==> src/rtl/hc595_chain_drive.sv <==
// rtl/hc595_chain_drive.sv - serial frame driver for a daisy-chained 74HC595 string
// Shifts a latched frame out at a programmable SCK rate, then pulses RCK; also drives SRCLR and OE.
module hc595_chain_drive #(
  parameter int MAX_BITS = 256,
  parameter int LEN_W    = 9,
  parameter int DIV_W    = 8
) (
  input  logic                clk,
  input  logic                rst,
  input  logic [MAX_BITS-1:0] wr_data,
  input  logic [LEN_W-1:0]    wr_len,
  input  logic                wr_lsb_first,
  input  logic [DIV_W-1:0]    sck_div,
  input  logic                wr_start,
  input  logic                clr_req,
  input  logic                oe_en,
  output logic                wr_ready,
  output logic                wr_done,
  output logic                hc595_ser,
  output logic                hc595_sck,
  output logic                hc595_rck,
  output logic                hc595_srclr_n,
  output logic                hc595_oe_n
);

  typedef enum logic [2:0] {
    S_IDLE,
    S_SETUP,
    S_HIGH,
    S_LATCH,
    S_CLEAR,
    S_CLR_LATCH,
    S_DONE
  } state_t;

  state_t              state_q, state_d;
  logic [MAX_BITS-1:0] data_q, data_d;
  logic [LEN_W-1:0]    len_q, len_d;
  logic                lsb_q, lsb_d;
  logic [DIV_W-1:0]    div_q, div_d;
  logic [DIV_W:0]      div_cnt_q, div_cnt_d;
  logic [LEN_W-1:0]    bit_cnt_q, bit_cnt_d;
  logic                oe_n_q, oe_n_d;

  logic [LEN_W-1:0]    len_eff;
  logic                h_end;
  logic [LEN_W-1:0]    bit_k;
  logic [LEN_W-1:0]    bit_idx;
  logic [MAX_BITS-1:0] data_shift;
  logic                cur_bit;

  assign len_eff = (wr_len > LEN_W'(MAX_BITS)) ? LEN_W'(MAX_BITS) : wr_len;
  assign h_end   = (div_cnt_q == {1'b0, div_q});

  // In LATCH the bit counter has already moved past the frame, so hold the last shifted bit.
  assign bit_k      = (state_q == S_LATCH) ? (len_q - LEN_W'(1)) : bit_cnt_q;
  assign bit_idx    = lsb_q ? bit_k : (len_q - LEN_W'(1) - bit_k);
  assign data_shift = data_q >> bit_idx;
  assign cur_bit    = data_shift[0];

  assign oe_n_d = ~oe_en;

  always_comb begin
    state_d       = state_q;
    data_d        = data_q;
    len_d         = len_q;
    lsb_d         = lsb_q;
    div_d         = div_q;
    div_cnt_d     = div_cnt_q;
    bit_cnt_d     = bit_cnt_q;
    wr_ready      = 1'b0;
    wr_done       = 1'b0;
    hc595_ser     = 1'b0;
    hc595_sck     = 1'b0;
    hc595_rck     = 1'b0;
    hc595_srclr_n = 1'b1;

    case (state_q)
      S_IDLE: begin
        wr_ready  = 1'b1;
        div_cnt_d = '0;
        bit_cnt_d = '0;
        if (clr_req || wr_start) begin
          data_d = wr_data;
          len_d  = len_eff;
          lsb_d  = wr_lsb_first;
          div_d  = sck_div;
        end
        if (clr_req) begin
          state_d = S_CLEAR;
        end else if (wr_start) begin
          state_d = (len_eff == '0) ? S_DONE : S_SETUP;
        end
      end
      S_SETUP: begin
        hc595_ser = cur_bit;
        if (h_end) begin
          div_cnt_d = '0;
          state_d   = S_HIGH;
        end else begin
          div_cnt_d = div_cnt_q + 1'b1;
        end
      end
      S_HIGH: begin
        hc595_ser = cur_bit;
        hc595_sck = 1'b1;
        if (h_end) begin
          div_cnt_d = '0;
          bit_cnt_d = bit_cnt_q + 1'b1;
          state_d   = (bit_cnt_q == len_q - LEN_W'(1)) ? S_LATCH : S_SETUP;
        end else begin
          div_cnt_d = div_cnt_q + 1'b1;
        end
      end
      S_LATCH: begin
        hc595_ser = cur_bit;
        hc595_rck = 1'b1;
        if (h_end) begin
          div_cnt_d = '0;
          state_d   = S_DONE;
        end else begin
          div_cnt_d = div_cnt_q + 1'b1;
        end
      end
      S_CLEAR: begin
        hc595_srclr_n = 1'b0;
        if (h_end) begin
          div_cnt_d = '0;
          state_d   = S_CLR_LATCH;
        end else begin
          div_cnt_d = div_cnt_q + 1'b1;
        end
      end
      S_CLR_LATCH: begin
        hc595_rck = 1'b1;
        if (h_end) begin
          div_cnt_d = '0;
          state_d   = S_DONE;
        end else begin
          div_cnt_d = div_cnt_q + 1'b1;
        end
      end
      S_DONE: begin
        wr_done = 1'b1;
        state_d = S_IDLE;
      end
      default: begin
        state_d = S_IDLE;
      end
    endcase
  end

  always_ff @(posedge clk) begin
    if (rst) begin
      state_q   <= S_IDLE;
      data_q    <= '0;
      len_q     <= '0;
      lsb_q     <= 1'b0;
      div_q     <= '0;
      div_cnt_q <= '0;
      bit_cnt_q <= '0;
      oe_n_q    <= 1'b1;
    end else begin
      state_q   <= state_d;
      data_q    <= data_d;
      len_q     <= len_d;
      lsb_q     <= lsb_d;
      div_q     <= div_d;
      div_cnt_q <= div_cnt_d;
      bit_cnt_q <= bit_cnt_d;
      oe_n_q    <= oe_n_d;
    end
  end

  assign hc595_oe_n = oe_n_q;

endmodule

==> config.mk <==
export PLATFORM = sky130hd
export DESIGN_NAME = hc595_chain_drive
export DESIGN_NICKNAME = d
export VERILOG_FILES = /design/src/rtl/hc595_chain_drive.sv
export SDC_FILE = /design/constraint.sdc
export NUM_CORES = 1
export LEC_CHECK = 0
export ABC_CLOCK_PERIOD_IN_PS = 4900
export BUFFER_PORTS_ARGS = -buffer_cell sky130_fd_sc_hd__clkbuf_2
export CAP_MARGIN = 0
export CORE_ASPECT_RATIO = 0.75
export CORE_UTILIZATION = 55
export DETAILED_ROUTE_END_ITERATION = 7
export PLACE_DENSITY = 0.82
export SLEW_MARGIN = 0
export SYNTH_ARGS = -nofsm -noshare
export SYNTH_HDL_FRONTEND = slang
export SYNTH_SLANG_ARGS = --single-unit
==> constraint.sdc <==
create_clock -name clk -period 4.9 [get_ports clk]
set_input_delay 0.49 -clock clk [delete_from_list [all_inputs] [get_ports clk]]
set_output_delay 0.49 -clock clk [all_outputs]
set_load 0.1 [all_outputs]
==> results.yml <==
setup_path:
  max_stage_delay_ns: 0.58
  path_class: "reg2out"
  slowest_stage: "or4_4"
  required_ns: 4.41
  critical_path.max_fanout: 5
  r2r_slack_ns: 1.79
  crit_buf_inv: 1
  path_cells: "or4_4, and3_4, o21bai_1, ha_1, nor2_2, a21oi_2, nand2_1, o31a_1, o21bai_1, a21oi_2, mux2i_2, a2111oi_4, nand3_2, nor4_4, buf_12"
  endpoint_kind: "output port"
  arrival_ns: 4.54
  critPathLaunchType: "flop"
  crit_family: "simple AND/OR/NAND/NOR gates"
clock_network:
  clk_pin_slew_ns: 0.06
  clock-sinks: 296
  root_buffer: "clkbuf_16"
  cts_buffers: 29
  cts_tree: "done"
  clk_path_buf_depth: 3
  clock_latency_ns: 0.56
  cts_hold_repair.buffers: 0
  h-tree-depth: 1
routing:
  finalWirelength_microns: 42100
  wl_per_cell_microns: 17.3
  viasPerCell: 5.78
  wl_met1_microns: 18600
  drc: 0
  firstDrtPassIters: 7
  drt_iter0_drc: 1347
  topRoutingLayerUsed: "met5"
  wl_met2_microns: 18500
  wl_met3_microns: 3790
  drtAntennaViolNets: 0
  vias: 14063
pwr:
  pwr-share-clk: 0.188
  p_int_uw: 6870
  finalPower_uw: 12500
  p_sw_uw: 5650
  power.leakage_uw: 0.00686
  p_per_area_mw_per_mm2: 743
  vdd_drop_max_v: 0.000828
  combPwrFrac: 0.530
  power_frac_seq: 0.282
  sw_frac_of_total: 0.451
yosys:
  synth_cell_types: 69
  syn-num-nets: 2161
  synthFlopType: "dfxtp_1"
  ys_ff_latch: 296
  avgSynthCellArea_sq_um: 7.41
  synthCells: 1870
  async_flop_share: 0
  syn_area_sq_mm: 0.0139
  seq_area_frac_synth: 0.428
  synth-edff-count: 0
  ys_warn_count: 0
timing:
  setup_violations: 1
  post-route-min-period_ns: 5.03
  max_freq_mhz: 199
  hold_viol: 0
  fin_worst_skew_ns: 0.0140
  worst_slew_pin_slew_ns: 1.46
  timing.final.crit_share: 1.03
  setup_tns_ns: -0.131
  rsz0062_at_grt: "true"
  setup_slack_ns: -0.131
  slew_headroom: 0.0291
  slew_viol_final: 0
global_routing:
  grt_pass1_wl_microns: 65300
  overflow: 0
  grt_usage: 0.315
  grt_pass1_vias: 12812
  antenna_found_initial: 2
  grt_max_degree: 277
cells_and_area:
  fin_nets: 2373
  instances_no_fill: 2435
  finalInstanceArea_sq_mm: 0.0168
  antenna_cells: 0
  post-route-util: 0.692
  drive_above_1_share: 0.215
  area_growth_pct: 21.5
placement:
  dp.cells: 2371
  hpwl_microns: 29100
  globalplace.congestion: 0.953
  place_area_sq_mm: 0.0155
  io_buffers: 285
floorplanning:
  die-area_sq_mm: 0.0258
  std_cell_rows: 49
  initial_core_util: 0.569
  io_pins: 286
  die_y_microns: 139
  die_w_microns: 185
  core_sq_mm: 0.0243
run:
  maxCapViolations: 0
status:
  status: "finished with violations"
  violations: "setup timing"
hold_path:
  hold_path_class: "in2reg"
synthesized netlist by cell type (16+ instances only):
library cell,n,area share
xnor2_1,24,0.015
xor2_1,16,0.010
nand2_1,693,0.19
nor2_1,52,0.014
o21ai_0,16,0.0058
a21oi_1,350,0.13
mux2i_1,16,0.012
clkbuf_1,106,0.029
buf_2,28,0.010
nand3_1,19,0.0069
dfxtp_1,296,0.43
nand4_1,20,0.0090
a32oi_1,19,0.012
state kept, by name, summed over array words and instances (netlist names):
register / cells
bit_cnt_q: 9
data_q: 256
div_cnt_q: 9
div_q: 8
hc595_oe_n: 1
len_q: 9
lsb_q: 1
state_q: 3
layout by cell type (no fill, tap or decap), types with 5 or more instances in the layout:
cell type  synthesis  layout
nand2b_1           6       6
a22o_1             7       7
nor2_1            52      46
dfxtp_1          296     291
nand3b_1          11      11
clkinv_2           0       6
buf_4              8      36
xnor2_1           24      20
o21a_1             7       5
a221oi_1           6       5
nand4_1           20      20
nor4_1             8       7
a22oi_1           15      14
a211oi_1           6       6
o22ai_1            6       6
inv_1             12      11
ha_1              11       9
a32oi_1           19      19
clkbuf_8           0       7
mux4_2            15      15
nand2_1          693     693
nand3_1           19      18
clkbuf_16          0      29
nor2_2             2       5
buf_12             0       9
o21ai_0           16      14
mux2i_1           16      12
a21oi_1          350     349
xor2_1            16      16
nor3_1             9       9
a31oi_1            7       7
and3_1             8       7
clkbuf_2           0     283
routing by layer:
metal | track usage | vias to the layer above
li1 | - | 6746
met1 | 0.455 | 6546
met2 | 0.479 | 674
met3 | 0.0555 | 95
met4 | 0.0922 | 2
met5 | 0 | -
repair_timing:
action | in CTS | in global routing
cloned | 1 | 0
buffers inserted | 5 | 5
setup endpoints to repair | 1 | 1
gates resized for setup | 35 | 12
pin swaps | 13 | 12
through the flow:
stage / hold slack [ns] / setup WS [ns]
finish: 0.0880 / -0.131
global route: 0.0990 / -0.266
CTS: 0.0816 / 0.00350
detailed placement: 0.444 / 0.0323
global placement: 0.439 / 0.238
floorplan: 0.431 / 0.00408
cell type report:
cell class | instances | area [sq um]
Clock buffer | 39 | 823
Sequential cell | 296 | 5940
Inverter | 13 | 48.8
Fill cell | 2013 | 7500
Clock inverter | 14 | 183
Multi-Input combinational cell | 1412 | 7520
Timing Repair Buffer | 330 | 1910
Tap cell | 331 | 414
logic make-up (layout without fill, tap and decap cells):
family / Yosys count / count (layout) / synth area share
adders and majority gates: 12 / 12 / 0.0114
muxes: 34 / 34 / 0.0384
AOI/OAI and AO/OA: 471 / 471 / 0.195
buffers and inverters: 162 / 396 / 0.0491
DFF: 296 / 296 / 0.428
and+or+nand+nor: 855 / 855 / 0.253
xor gates and xnor gates: 40 / 40 / 0.0253
path summary, 6_finish.rpt:
check | startpoint | end | cells past startpoint
setup reg to reg | state_q[1]$_SDFFE_PP0P_ | data_q[157]$_SDFFE_PP0P_ | 6
setup / recovery | len_q[0]$_SDFFE_PP0P_ | hc595_ser | 15
hold / removal | oe_en | hc595_oe_n$_SDFF_PP1_ | 2
hold reg to reg | data_q[236]$_SDFFE_PP0P_ | data_q[236]$_SDFFE_PP0P_ | 2
power groups by stage:
stage,Clock [uW],Combinational [uW],Sequential (uW)
after floorplan,0,4530,3410
final,2360,6640,3530
after global routing,2470,7130,3600
after detailed placement,0,6130,3560
after CTS,2370,6380,3520
after global placement,0,6020,3530
Note: power is estimated with default switching activity, not from simulation.
